--- src/rtl/rgb_grey_packer.sv ---
// rgb_grey_packer
//   Pipelined RGB -> greyscale converter with frame/pixel gating and packing of
//   PIX_PER_WORD grey pixels per output word. Sits between the demosaic output
//   and the frame-buffer write path.
//
//   Pipeline (pixel sampled at edge N):
//     S1 (edge N)   : per-colour products and valid/tag bits
//     S2 (edge N+1) : sum, >>COEF_SHIFT, keep GREY_BITS MSBs
//     S3 (edge N+2) : packer slot buffer / slot counter
//     OUT (edge N+3): data_out / out_valid / frame_start / frame_end
//
// Ports
//   clk, reset                 single clock, synchronous active-high reset
//   red/green/blue_input       NUM_BITS_RGB colour samples
//   f_val, d_val               frame valid, pixel valid (d_val qualified by f_val)
//   data_out                   packed grey word, first pixel in the LSBs
//   out_valid                  1-cycle strobe, data_out holds a new word
//   frame_start                with out_valid of the first word of a frame
//   frame_end                  1-cycle strobe, frame complete (may coincide with out_valid)
//   pix_count                  accepted pixels in current/last frame, saturating
//
// Optional build macro GREY_CHECK_EN adds grey_check (full-precision S2 grey)
// and grey_check_valid (S2 valid) probe outputs.
module rgb_grey_packer #(
  parameter int NUM_BITS_RGB = 12,
  parameter int GREY_BITS    = 10,
  parameter int PIX_PER_WORD = 2,
  parameter int COEF_R       = 1224,
  parameter int COEF_G       = 2404,
  parameter int COEF_B       = 467,
  parameter int COEF_SHIFT   = 12,
  parameter int CNT_BITS     = 24
) (
  input  logic                              clk,
  input  logic                              reset,
  input  logic [NUM_BITS_RGB-1:0]           red_input,
  input  logic [NUM_BITS_RGB-1:0]           green_input,
  input  logic [NUM_BITS_RGB-1:0]           blue_input,
  input  logic                              f_val,
  input  logic                              d_val,
  output logic [PIX_PER_WORD*GREY_BITS-1:0] data_out,
  output logic                              out_valid,
  output logic                              frame_start,
  output logic                              frame_end,
`ifdef GREY_CHECK_EN
  output logic [NUM_BITS_RGB-1:0]           grey_check,
  output logic                              grey_check_valid,
`endif
  output logic [CNT_BITS-1:0]               pix_count
);

  localparam int CW = COEF_SHIFT + 1;            // coefficients are <= 2^COEF_SHIFT
  localparam int PW = NUM_BITS_RGB + CW;         // product width
  localparam int SW = PW + 2;                    // sum of three products
  localparam int KW = (PIX_PER_WORD > 1) ? $clog2(PIX_PER_WORD) : 1;

  localparam logic [PW-1:0] CR = PW'(COEF_R);
  localparam logic [PW-1:0] CG = PW'(COEF_G);
  localparam logic [PW-1:0] CB = PW'(COEF_B);

  // ---------------------------------------------------------------- gating
  logic f_val_q, in_frame_q, first_pend;
  logic rise, in_frame, accept, first_pix;

  // f_val_q comes out of reset high so an f_val already high at release is
  // not mistaken for a frame start; a real 0->1 edge is required.
  assign rise      = f_val & ~f_val_q;
  assign in_frame  = f_val & (in_frame_q | rise);
  assign accept    = in_frame & d_val;
  assign first_pix = accept & (rise | first_pend);

  always_ff @(posedge clk) begin
    if (reset) begin
      f_val_q    <= 1'b1;
      in_frame_q <= 1'b0;
      first_pend <= 1'b0;
    end else begin
      f_val_q    <= f_val;
      in_frame_q <= in_frame;
      first_pend <= (rise | first_pend) & ~accept;
    end
  end

  always_ff @(posedge clk) begin
    if (reset)
      pix_count <= '0;
    else if (rise)
      pix_count <= CNT_BITS'(accept);
    else if (accept && pix_count != '1)
      pix_count <= pix_count + CNT_BITS'(1);
  end

  // ---------------------------------------------------------------- S1
  logic [PW-1:0] pr, pg, pb;
  logic          v1, first1, fv1;

  always_ff @(posedge clk) begin
    if (reset) begin
      pr <= '0; pg <= '0; pb <= '0;
      v1 <= 1'b0; first1 <= 1'b0; fv1 <= 1'b0;
    end else begin
      pr     <= PW'(red_input)   * CR;
      pg     <= PW'(green_input) * CG;
      pb     <= PW'(blue_input)  * CB;
      v1     <= accept;
      first1 <= first_pix;
      fv1    <= in_frame;
    end
  end

  // ---------------------------------------------------------------- S2
  logic [SW-1:0]           sum;
  logic [NUM_BITS_RGB-1:0] grey_full;
  logic [GREY_BITS-1:0]    grey2;
  logic                    v2, first2, fv2;

  always_comb begin
    sum       = SW'(pr) + SW'(pg) + SW'(pb);
    grey_full = sum[COEF_SHIFT +: NUM_BITS_RGB];   // truncating shift
  end

  always_ff @(posedge clk) begin
    if (reset) begin
      grey2 <= '0; v2 <= 1'b0; first2 <= 1'b0; fv2 <= 1'b0;
    end else begin
      grey2  <= grey_full[NUM_BITS_RGB-1 -: GREY_BITS];
      v2     <= v1;
      first2 <= first1;
      fv2    <= fv1;
    end
  end

`ifdef GREY_CHECK_EN
  always_ff @(posedge clk) begin
    if (reset) begin
      grey_check       <= '0;
      grey_check_valid <= 1'b0;
    end else begin
      grey_check       <= grey_full;
      grey_check_valid <= v1;
    end
  end
`endif

  // Bits of the sum outside the kept window are dropped by design.
  logic unused_bits;
  assign unused_bits = ^{sum[SW-1:COEF_SHIFT+NUM_BITS_RGB], sum[COEF_SHIFT-1:0],
                         grey_full[NUM_BITS_RGB-GREY_BITS-1:0]};

  // ---------------------------------------------------------------- S3 packer
  // The frame fall is taken from the gate delayed one stage less than the
  // pixel data, so the fall lines up with the S2 slot of the last pixel that
  // could have been accepted (the one sampled just before f_val dropped).
  logic                                  fall;
  logic [PIX_PER_WORD-1:0][GREY_BITS-1:0] pbuf, buf_n, word_q;
  logic [KW-1:0]                         k, k_n;
  logic                                  full, emit, start_pend, start_now;
  logic                                  emit_q, end_q, start_q;

  assign fall      = fv2 & ~fv1;
  assign start_now = start_pend | (v2 & first2);

  always_comb begin
    buf_n = pbuf;
    k_n   = k;
    full  = 1'b0;
    if (v2) begin
      for (int s = 0; s < PIX_PER_WORD; s++)
        if (k == KW'(s)) buf_n[s] = grey2;
      full = (k == KW'(PIX_PER_WORD - 1));
      k_n  = full ? '0 : k + KW'(1);
    end
    // Flush only when the group holds something; the buffer is cleared after
    // every emit, so the unused upper slots are already zero.
    emit = full | (fall & (v2 | (k != '0)));
    if (emit) k_n = '0;
  end

  always_ff @(posedge clk) begin
    if (reset) begin
      pbuf       <= '0;
      k          <= '0;
      word_q     <= '0;
      emit_q     <= 1'b0;
      end_q      <= 1'b0;
      start_q    <= 1'b0;
      start_pend <= 1'b0;
    end else begin
      pbuf       <= emit ? '0 : buf_n;
      k          <= k_n;
      word_q     <= buf_n;
      emit_q     <= emit;
      end_q      <= fall;
      start_q    <= start_now;
      start_pend <= emit ? 1'b0 : start_now;
    end
  end

  // ---------------------------------------------------------------- output
  always_ff @(posedge clk) begin
    if (reset) begin
      data_out    <= '0;
      out_valid   <= 1'b0;
      frame_start <= 1'b0;
      frame_end   <= 1'b0;
    end else begin
      if (emit_q) data_out <= word_q;
      out_valid   <= emit_q;
      frame_start <= emit_q & start_q;
      frame_end   <= end_q;
    end
  end

endmodule

--- config.mk ---
export PLATFORM = sky130hd
export DESIGN_NAME = rgb_grey_packer
export DESIGN_NICKNAME = d
export VERILOG_FILES = /design/src/rtl/rgb_grey_packer.sv
export SDC_FILE = /design/constraint.sdc
export NUM_CORES = 1
export LEC_CHECK = 0
export BUFFER_PORTS_ARGS = -buffer_cell sky130_fd_sc_hd__buf_2
export CAP_MARGIN = 30
export CORE_UTILIZATION = 52
export DETAILED_ROUTE_END_ITERATION = 6
export PLACE_DENSITY = 0.69
export SLEW_MARGIN = 0
export SYNTH_ARGS = -nofsm -noshare
export SYNTH_HDL_FRONTEND = slang
export SYNTH_SLANG_ARGS = --single-unit
--- constraint.sdc ---
create_clock -name clk -period 6.3 [get_ports clk]
set_input_delay 0.63 -clock clk [delete_from_list [all_inputs] [get_ports clk]]
set_output_delay 0.63 -clock clk [all_outputs]
set_load 0.02 [all_outputs]
# --- After elaboration in Yosys (flattened, before gate mapping) ---
# Index checks and enable logic that the tools add are counted.
totals:
  elab_cells: 63
  out_inout_bits: 47
  register_bits: 173
  in_bits: 40
op_classes:
  mux: 7
  reduce_logical: 4
  addsub: 4
  n_mul: 3
  eq_ne: 1
  n_bitwise: 17
op_table:
  columns: ["cell", "count"]
  rows:
  - ["$add A24 B24 Y24", 2]
  - ["$add A24 B1 Y24 const B", 1]
  - ["$ne A24 B24 Y1 const B", 1]
  - ["$mul A12 B10 Y22 const B", 1]
  - ["$mul A12 B9 Y21 const B", 1]
  - ["$mul A12 B8 Y20 const B", 1]
  - ["$mux W10", 2]
  - ["$mux W20", 1]
  - ["$and A1 B1 Y1", 9]
  - ["$or A1 B1 Y1", 5]
  - ["$mux W1", 4]
  - ["$reduce_or A2 Y1", 2]
  - ["$not A1 Y1", 3]
  - ["$reduce_bool A2 Y1", 1]
  - ["$add A1 B1 Y1 const B", 1]
  - ["$logic_and A1 B1 Y1", 1]

# --- Logic depth before layout (Yosys ltp) ---
depth:
  depth_word: 8
  ltp_mapped: 18
  ltp_nobuf: 17

# --- Least setup slack after synthesis ---
# OpenSTA, ideal clock, no wires.
synth_timing:
  path_kind: "in2reg"
  from: "in blue_input[1]"
  to: "reg pb[18]"
  arrival_time_ns: 4.630
  slack_ns: 1.549
  required_ns: 6.179
  path_buffers: 0
  path_stages: 16
  setup_time_ns: 0.121
  path_cell_list: "inv_1 fa_1 inv_1 fa_1 inv_1 fa_1 fa_1 inv_1 ha_1 or3_1 a21oi_1 o21bai_1 a21o_1 a41oi_1 o2bb2ai_1 mux2_2"
synth_between:
  elab_chain_cells: 1
synth_rtl:
  columns: ["item", "line_no", "text"]
  rows:
  - ["start: declaration", "38", "input logic [NUM_BITS_RGB-1:0] blue_input,"]
  - ["$mul A12 B9 Y21", "104", "pb <= PW'(blue_input) * CB;"]
  - ["end signal: assignment", "104", null]
  - ["end: declaration", "94", "logic [PW-1:0] pr, pg, pb;"]
# No other way between the ends.
# A chain may end at the register's enable or synchronous reset.

# --- Worst setup path after layout ---
# Same ends and word-level chain as after synthesis.

==> metrics <==
Initial Util 0.5291; total CTS buffers 17; port bufs 86; Core Rows between 50 and 60; Synth async-reset ratio 0; antenna cells 0; CP max-delay cell fa_1; top_reg_cell synth dfxtp_1; Finished Cell Area 0.01322 sq mm; Placeable Area 0.02257 sq mm; Final Max Slew Viols 0; Layout Nets 1,625; RSZ-0062 raised after global routing no; fin crit period ~4700 ps; post-route clock period utilization 0.7529; initial antenna violation count 0; Top Ports 87; status completed; Via density 5.097; arrival time at the worst endpoint 5050 ps; clock slew at reported path FFs approximately 70 ps; Pleak 6.624 nW; Worst Hold Class flop to flop; synthesized cell area 0.01194 sq mm; Die ar. 0.02358 sq mm; first-iteration detailed-routing DRC count 268; Cell Area, Placed 0.01265 sq mm; TNS Setup 0 ps; Placed Cells 1,552; clk sinks between 150 and 200; root buffer cell clkbuf_16; hold buffer count at CTS 0; Max Fclk ~0.21 GHz; synthesized flop and latch total 171; vias 8,069; clk_skew between 10 and 15 ps; Layout Utilization 0.5855; Post-Syn Area per Cell 9.878 sq um; ANT nets after route 0; Worst EP required around 6600 ps; first-pass GRT wire length 37.77 mm; Multi-input gate area between 0.007 and 0.008 sq mm; crit-path max cell delay approximately 550 ps; Critical Path Sink Type flop; clock latency on the worst-skew pair 420 ps; crit path launch type input pin; share of cells above drive strength 1 0.1025; Layout area overhead 10.67%; relative slew slack 0.4130; VDD IR-drop max ~0.24 mV; Vert. Die Dim 153.5 um; setup bufs post-CTS 0; Netlist cell types between 60 and 70; hpwl dp approximately 18 mm; average wire per standard cell around 14 um; CP Cell Sequence buf_2 -> inv_1 -> fa_1 -> inv_1 -> fa_1 -> inv_1 -> fa_1 -> fa_1 -> inv_1 -> ha_1 -> o21a_1 -> o21ai_0 -> o21bai_1 -> a21o_1 -> a41oi_1 -> o2bb2ai_1 -> mux2_2; CTS resizes 0; WS Path Type input pin to flop; Max Cap Viol 0; Max Root-Sink Buffers 2; Syn Nets 1,548; Final Total Pwr 4.774 mW; routability cong. 0.8118; Yosys Warn Count 0; gr usage total 0.1975; final WL 21.82 mm; H-tree depth 4; Worst-Margin Slew 880.4 ps; TritonCTS clock tree yes; Worst Path Buf+Inv 5; Post-Synthesis Cells 1,209; register area 0.003423 sq mm; Finish-stage setup viols 0; DRT Pass-1 Iters 5; die width 153.5 um; Hold Vio Cnt, Final 0; Layout Cells excl Fill between 1,500 and 2,000; vias in the first global route 8,055; fillers 2,012; gr ovfl total 0; crit-path max FO 5; Top Family by Delay on Critical Path adder cells; power density cells 361.3 mW/mm^2; DRC viols 0; EDFF count, synth 0; largest net degree at the start of global routing 84; Seq/Total Area, Yosys 0.2866
[cells in the mapped netlist (3+ instances only)]
cell / n / area (sq um)
ha_1: 208 / 2603
dfxtp_1: 171 / 3423
inv_1: 159 / 596.8
nor2_1: 121 / 454.2
fa_1: 91 / 1822
a21oi_1: 47 / 235.2
nand2_1: 46 / 172.7
nor2b_1: 41 / 256.5
xnor2_1: 41 / 359.1
a21o_1: 32 / 240.2
mux2i_1: 31 / 310.3
clkbuf_1: 28 / 105.1
xor2_1: 26 / 227.7
nor3_1: 20 / 100.1
o21ai_0: 20 / 100.1
nand3_1: 17 / 85.08
and3_1: 9 / 56.30
nand2b_1: 8 / 50.05
nand4_1: 8 / 50.05
a211oi_1: 7 / 52.55
o21a_1: 6 / 45.04
or3_1: 6 / 37.54
a2111oi_0: 5 / 43.79
o21bai_1: 5 / 37.54
o31ai_1: 4 / 30.03
and2_1: 3 / 18.77
nor3b_1: 3 / 22.52
[registers in the layout (all words and copies together) (netlist names), 10 cells and up]
name       count
data_out      20
grey2         10
pb            19
pbuf          20
pg            22
pix_count     24
pr            20
word_q        20
[area by class of cell]
type                    count  share of cell area
well taps                 285             0.02698
flip-flops and latches    171              0.2590
inverters                 159             0.04516
multi-input cells         849              0.5909
clock buffers              19             0.03351
repair buffers             88             0.03541
clock inverters            12            0.008994
[power breakdown]
group | switching (mW) | leakage [nW] | internal (mW) | total (mW)
combinational | 1.34 | 4.95 | 1.09 | 2.44
sequential | 0.0963 | 1.40 | 1.24 | 1.34
clock | 0.462 | 0.280 | 0.534 | 0.996
total | 1.90 | 6.62 | 2.87 | 4.77
[per-layer routing]
| metal | share of wire | up-vias | global-route usage |
|---|---|---|---|
| met5 | 0 | - | 0 |
| met4 | 0.0075 | 0 | 0.04286 |
| met3 | 0.021 | 8 | 0.02678 |
| met2 | 0.48 | 98 | 0.3444 |
| met1 | 0.49 | 3788 | 0.2602 |
| li1 | - | 4175 | - |
[logic make-up (layout without fill, tap and decap cells)]
group / Yosys count / count (layout) / share of synthesized area
compound gates: 150 / 150 / 0.08340
buf+inv: 189 / 278 / 0.05940
xor+xnor: 67 / 67 / 0.04914
flops: 171 / 171 / 0.2866
fa+ha+maj: 300 / 300 / 0.3713
mux: 32 / 32 / 0.02693
simple gates: 300 / 300 / 0.1232
[stage by stage]
stage / setup slack, ps / hold slack (ps)
2_1_floorplan: 1549 / 405.7
3_3_place_gp: 1215 / 412.7
3_5_place_dp: 1131 / 418.5
4_1_cts: 1558 / 425.0
5_1_grt: 1314 / 426.2
6_report: 1556 / 430.5
[worst paths after layout]
check	startpoint	endpoint	slack, ps	cells after the start
worst max-delay path	blue_input[1]	pb[18]	1560	17
worst min-delay path	start_q	frame_start	430	1
worst max register to register	pr[13]	grey2[6]	3300	10
worst min register to register	start_q	frame_start	430	1
[cell usage in the layout, fill, tap and decap left out, types with 31 or more instances in the layout]
cell | Yosys | final
a21oi_1 | 47 | 47
nand2_1 | 46 | 46
nor2_1 | 121 | 121
xnor2_1 | 41 | 41
ha_1 | 208 | 208
inv_1 | 159 | 159
a21o_1 | 32 | 32
fa_1 | 91 | 91
nor2b_1 | 41 | 41
mux2i_1 | 31 | 31
buf_2 | 0 | 85
dfxtp_1 | 171 | 171
Power figures use the tool's default switching activity.
